--- config.mk ---
export PLATFORM = sky130hd
export DESIGN_NAME = imem_boot_loader
export DESIGN_NICKNAME = d
export VERILOG_FILES = /design/src/rtl/imem_boot_loader.sv
export SDC_FILE = /design/constraint.sdc
export NUM_CORES = 1
export LEC_CHECK = 0
export ABC_AREA = 1
export BUFFER_PORTS_ARGS = -buffer_cell sky130_fd_sc_hd__buf_2
export CELL_PAD_IN_SITES_DETAIL_PLACEMENT = 0
export CELL_PAD_IN_SITES_GLOBAL_PLACEMENT = 1
export CORE_MARGIN = 2
export CORE_UTILIZATION = 35
export CTS_BUF_LIST = sky130_fd_sc_hd__clkbuf_2
export DETAILED_ROUTE_END_ITERATION = 8
export GPL_ROUTABILITY_DRIVEN = 1
export MAX_ROUTING_LAYER = met4
export PLACE_DENSITY_LB_ADDON = 0.1
export SYNTH_ARGS = -nofsm -noshare
export SYNTH_HDL_FRONTEND = slang
export SYNTH_SLANG_ARGS = --single-unit
export TNS_END_PERCENT = 50
--- constraint.sdc ---
create_clock -name clk -period 3.9 [get_ports clk]
set_input_delay 0.39 -clock clk [delete_from_list [all_inputs] [get_ports clk]]
set_output_delay 0.39 -clock clk [all_outputs]
set_load 0.005 [all_outputs]
--- src/rtl/imem_boot_loader.sv ---
// Boot loader: assembles a little-endian byte stream into words and writes them into the
// fetch stage's instruction memory, holding the core in reset until the load completes.
module imem_boot_loader #(
  parameter int unsigned DEPTH   = 1024,
  parameter int unsigned TIMEOUT = 65535
) (
  input  logic        clk,
  input  logic        rst,
  input  logic        load_req,
  input  logic        byte_valid,
  input  logic [7:0]  byte_data,
  output logic        byte_ready,
  output logic [1:0]  mode,
  output logic [31:0] w_addr,
  output logic [31:0] in_data,
  output logic        core_rst,
  output logic        busy,
  output logic        done,
  output logic        err
);

  localparam int unsigned IdxW = (DEPTH > 1) ? $clog2(DEPTH) : 1;

  typedef enum logic [2:0] {StIdle, StHdr, StData, StWrite, StDone, StErr} state_e;

  state_e          state_q, state_d;
  logic [1:0]      byte_idx_q;
  logic [23:0]     asm_q;  // lower three bytes of the word in progress, newest on top
  logic [31:0]     word_cnt_q;
  logic [IdxW-1:0] word_idx_q;
  logic [31:0]     in_data_q;
  logic [31:0]     tmo_q, tmo_d;
  logic            accept, last_byte, tmo_hit, collecting;
  logic [31:0]     full_word, idx_ext, next_idx;

  assign collecting = (state_q == StHdr) || (state_q == StData);
  assign accept     = byte_valid && byte_ready;
  assign last_byte  = accept && (byte_idx_q == 2'd3);
  assign full_word  = {byte_data, asm_q};
  assign idx_ext    = {{(32-IdxW){1'b0}}, word_idx_q};
  assign next_idx   = idx_ext + 32'd1;

  always_comb begin
    tmo_d = '0;
    if (collecting && !accept) tmo_d = tmo_q + 32'd1;
  end
  assign tmo_hit = (TIMEOUT != 0) && (tmo_d == TIMEOUT);

  always_ff @(posedge clk) begin
    if (rst) state_q <= StIdle;
    else     state_q <= state_d;
  end

  always_comb begin
    state_d = state_q;
    unique case (state_q)
      StIdle:  if (load_req) state_d = StHdr;
      StHdr: begin
        if (last_byte) begin
          if (full_word == '0)       state_d = StDone;
          else if (full_word > DEPTH) state_d = StErr;
          else                        state_d = StData;
        end else if (tmo_hit) begin
          state_d = StErr;
        end
      end
      StData: begin
        if (last_byte)    state_d = StWrite;
        else if (tmo_hit) state_d = StErr;
      end
      StWrite: state_d = (next_idx == word_cnt_q) ? StDone : StData;
      StDone:  state_d = StIdle;
      StErr:   if (load_req) state_d = StHdr;
      default: state_d = StIdle;
    endcase
  end

  always_ff @(posedge clk) begin
    if (rst) begin
      byte_idx_q <= '0;
      asm_q      <= '0;
      word_cnt_q <= '0;
      word_idx_q <= '0;
      in_data_q  <= '0;
      tmo_q      <= '0;
    end else begin
      tmo_q <= tmo_d;
      // Outside HDR/DATA any partial word is dropped.
      if (!collecting) byte_idx_q <= '0;
      else if (accept) begin
        byte_idx_q <= byte_idx_q + 2'd1;
        asm_q      <= {byte_data, asm_q[23:8]};
      end
      if (state_q == StHdr && last_byte) begin
        word_cnt_q <= full_word;
        word_idx_q <= '0;
      end
      if (state_q == StData && last_byte) in_data_q <= full_word;
      if (state_q == StWrite) word_idx_q <= word_idx_q + IdxW'(1);
    end
  end

  always_comb begin
    byte_ready = 1'b0;
    mode       = 2'b00;
    core_rst   = 1'b0;
    busy       = 1'b0;
    done       = 1'b0;
    err        = 1'b0;
    unique case (state_q)
      StHdr, StData: begin
        byte_ready = 1'b1;
        core_rst   = 1'b1;
        busy       = 1'b1;
      end
      StWrite: begin
        mode     = 2'b10;
        core_rst = 1'b1;
        busy     = 1'b1;
      end
      StDone: begin
        done     = 1'b1;
        core_rst = 1'b1;
      end
      StErr: begin
        err      = 1'b1;
        core_rst = 1'b1;
      end
      default: ;
    endcase
    w_addr  = idx_ext;
    in_data = in_data_q;
  end

endmodule

==> flow_summary.ini <==
[setup_path]
critical_path_class = reg -> reg
critPathRequiredTime_ns = 4.54
r2r_start = state_q[0]
crit_start = state_q[0]
cp-end-kind = flop
startpoint_type = flop
endpoint = in_data[20]
timing.rr.end = in_data[20]
reg2regPathDepth = 10
ff2ff_setup_slack_ns = 1.01
critPathArrivalTime_ns = 3.53
cp_max_fo = 35

[pwr]
p_sw_w = 0.0007286
power_frac_comb_pct = 7.5
p_seq_share_pct = 61.2
clockPowerShare_pct = 31.3
power_density_nw_per_um2 = 336.7
ir_worst_vdd_uv = 202.5
switching_share_pct = 30.81
total_power_w = 0.002365
p_leak_nw = 2.835
p_int_w = 0.001636

[global_routing]
grt_max_degree = 70
antenna_found_initial = 1
grt_overflow = 0
grt_pass1_vias = 5606
grt_usage_pct = 18.80
grt_pass1_wl_mm = 28.70

[synthesis]
yosysWarnings = 0
synthFlopType = dfxtp_1
ys_types = 34
synth-edff-count = 0
ys_seq_area_share_pct = 42.60
synth-async-reset-ratio_pct = 0
synth-seq-cells = 135
synthCells = 921
synthesis.area_um2 = 6345
synth.avg_cell_area_um2 = 6.889

[clocking]
h-tree-depth = 4
clock_latency_ns = 0.70
cts_resized = 0
clk_pin_slew_ns = 0.21
cts_tree = built
cts-root-buf = clkbuf_2
cts.sinks = 135
cts-buffers-inserted = 17
clk_path_buf_depth = 2
post_cts_buffers = 0

[detailed_routing]
wl_mm = 17.00
drtAntennaViolNets = 0
dr.pass1.iters = 7
vias = 5701
vias_per_cell = 4.665
routedWlPerCell_um = 13.91
drc_errors = 0
drt_iter0_drc = 209

[die]
die_x_um = 138.6
num_io_pins = 83
die_area_um2 = 19220
initial_utilization_pct = 35.44
core_area_um2 = 17900
die_h_um = 138.6
num_rows = 49

[timing]
slew_violations = 0
fin_crit_sh_pct = 74.02
finalCriticalPeriod_ns = 2.887
setup_violations = 0
whs_ns = 0.2685
clock_skew_ns = 0.02336
rsz0062_at_grt = false
tns_ns = 0
tightestPinTransition_ns = 0.9634
fmax_mhz = 346.4
max-slew-margin-rel_pct = 35.38
hold_viol = 0

[place]
globalplace.congestion = 0.7940
hpwl_mm = 11.76
port_buffers = 59
placed_cells = 1179

[cells_and_area]
drive_gt1_share_pct = 12.70
syn2layout_area_growth_pct = 10.71
final_cells = 1222
fillerInstances = 1972
finalNetCount = 994

[outcome]
status = finished clean

[run]
drv_cap = 0

[min_path]
hold_class = in -> reg
## state kept, by name, summed over array words and instances (netlist names)
| signal | cells |
|---|---|
| tmo_q | 32 |
| state_q | 3 |
| byte_idx_q | 2 |
| word_cnt_q | 32 |
| word_idx_q | 10 |
| in_data | 32 |
| asm_q | 24 |
## placed cells by master, fill, tap and decap left out, drive strengths merged, types with 6 or more instances in the layout
master and count:
inv 78, nand3 95, a21oi 74, clkbuf 17, conb 23, nor4 8, xor2 7, o21bai 7
nor3 6, o21ai 64, dlygate4sd3 10, clkinv 12, buf 66, dfxtp 135, nand2 197, nand4 8
nor2 168
## kinds of logic after synthesis
logic type / count (synthesis) / synth area share [%]
AOI/OAI and AO/OA: 150 / 12.34
xor gates and xnor gates: 10 / 1.380
adders and majority gates: 3 / 0.5917
buffers and inverters: 135 / 9.781
DFF: 135 / 42.60
other: 1 / 0.05910
and+or+nand+nor: 487 / 33.25
## layer usage
layer  vias to the layer above  global-route usage, %  part of all wire, %
li1                       3055                      -                    -
met1                      2557                  23.99                   50
met2                        76                  31.08                   47
met3                        13                  3.729                  2.9
met4                         0                  4.147                 0.79
met5                         -                      -                    0
## critical path, cell delays in order (launching register included)
cell and delay (ns):
dfxtp_1 0.55, nand2_1 0.12, nand3_1 0.14, nor2_4 0.03, buf_4 0.21, nand2_1 0.16
clkinv_1 0.77, nand2_1 0.24, buf_4 0.36, nand2_1 0.10, a21oi_1 0.13
## metrics by stage
stage | instance area [um^2] | utilization (%) | setup slack, ns
3_5_place_dp | 6731 | 37.60 | 0.9376
5_1_grt | 7024 | 39.24 | 0.6884
3_3_place_gp | 6731 | 37.60 | 1.026
2_1_floorplan | 6427 | - | 2.020
6_report | 7024 | 39.24 | 1.013
4_1_cts | 7022 | 39.22 | 0.9109
## synth_stat cells, types with 7 or more instances
| master | count | area, um^2 |
|---|---|---|
| nand2_1 | 193 | 724.4 |
| clkbuf_1 | 29 | 108.9 |
| nand3_1 | 89 | 445.4 |
| o21ai_0 | 64 | 320.3 |
| o21bai_1 | 7 | 52.55 |
| inv_1 | 70 | 262.8 |
| xor2_1 | 7 | 61.31 |
| buf_4 | 23 | 172.7 |
| nor2_1 | 160 | 600.6 |
| nor4_1 | 8 | 50.05 |
| a21oi_1 | 73 | 365.4 |
| dfxtp_1 | 135 | 2703 |
| nand4_1 | 8 | 50.05 |
## power groups by stage
stage                     combinational (W)  clock [W]  sequential [W]
after floorplan                    0.000141          0         0.00146
after global placement             0.000172          0         0.00148
after detailed placement           0.000172          0         0.00148
after CTS                          0.000180   0.000771         0.00145
after global routing               0.000203   0.000842         0.00145
final                              0.000177   0.000741         0.00145
## timing repair
action	in CTS	in global routing
hold buffers	10	0
setup endpoints to repair	0	0
endpoints found under the hold margin	25	0
## final cells by class
| class | count | area, um^2 | area share, % |
|---|---|---|---|
| Clock buffer | 17 | 85.08 | 1.211 |
| Timing Repair Buffer | 76 | 447.9 | 6.377 |
| Antenna cell | 1 | 2.502 | 0.03563 |
| Clock inverter | 15 | 105.1 | 1.496 |
| Tap cell | 229 | 286.5 | 4.079 |
| Multi-Input combinational cell | 673 | 3104 | 44.19 |
| Inverter | 76 | 290.3 | 4.133 |
| Sequential cell | 135 | 2703 | 38.48 |
## worst min-delay path by stage
stage,from,end,slack (ns),depth (start not counted)
after floorplan,tmo_q[0],tmo_q[0],0.42,1
after global placement,tmo_q[0],tmo_q[0],0.43,1
after detailed placement,tmo_q[0],tmo_q[0],0.44,1
after CTS,rst,state_q[2],0.20,5
after global routing,rst,state_q[2],0.20,5
final,rst,state_q[2],0.27,5
No activity file was read; power rests on OpenSTA's default activity.
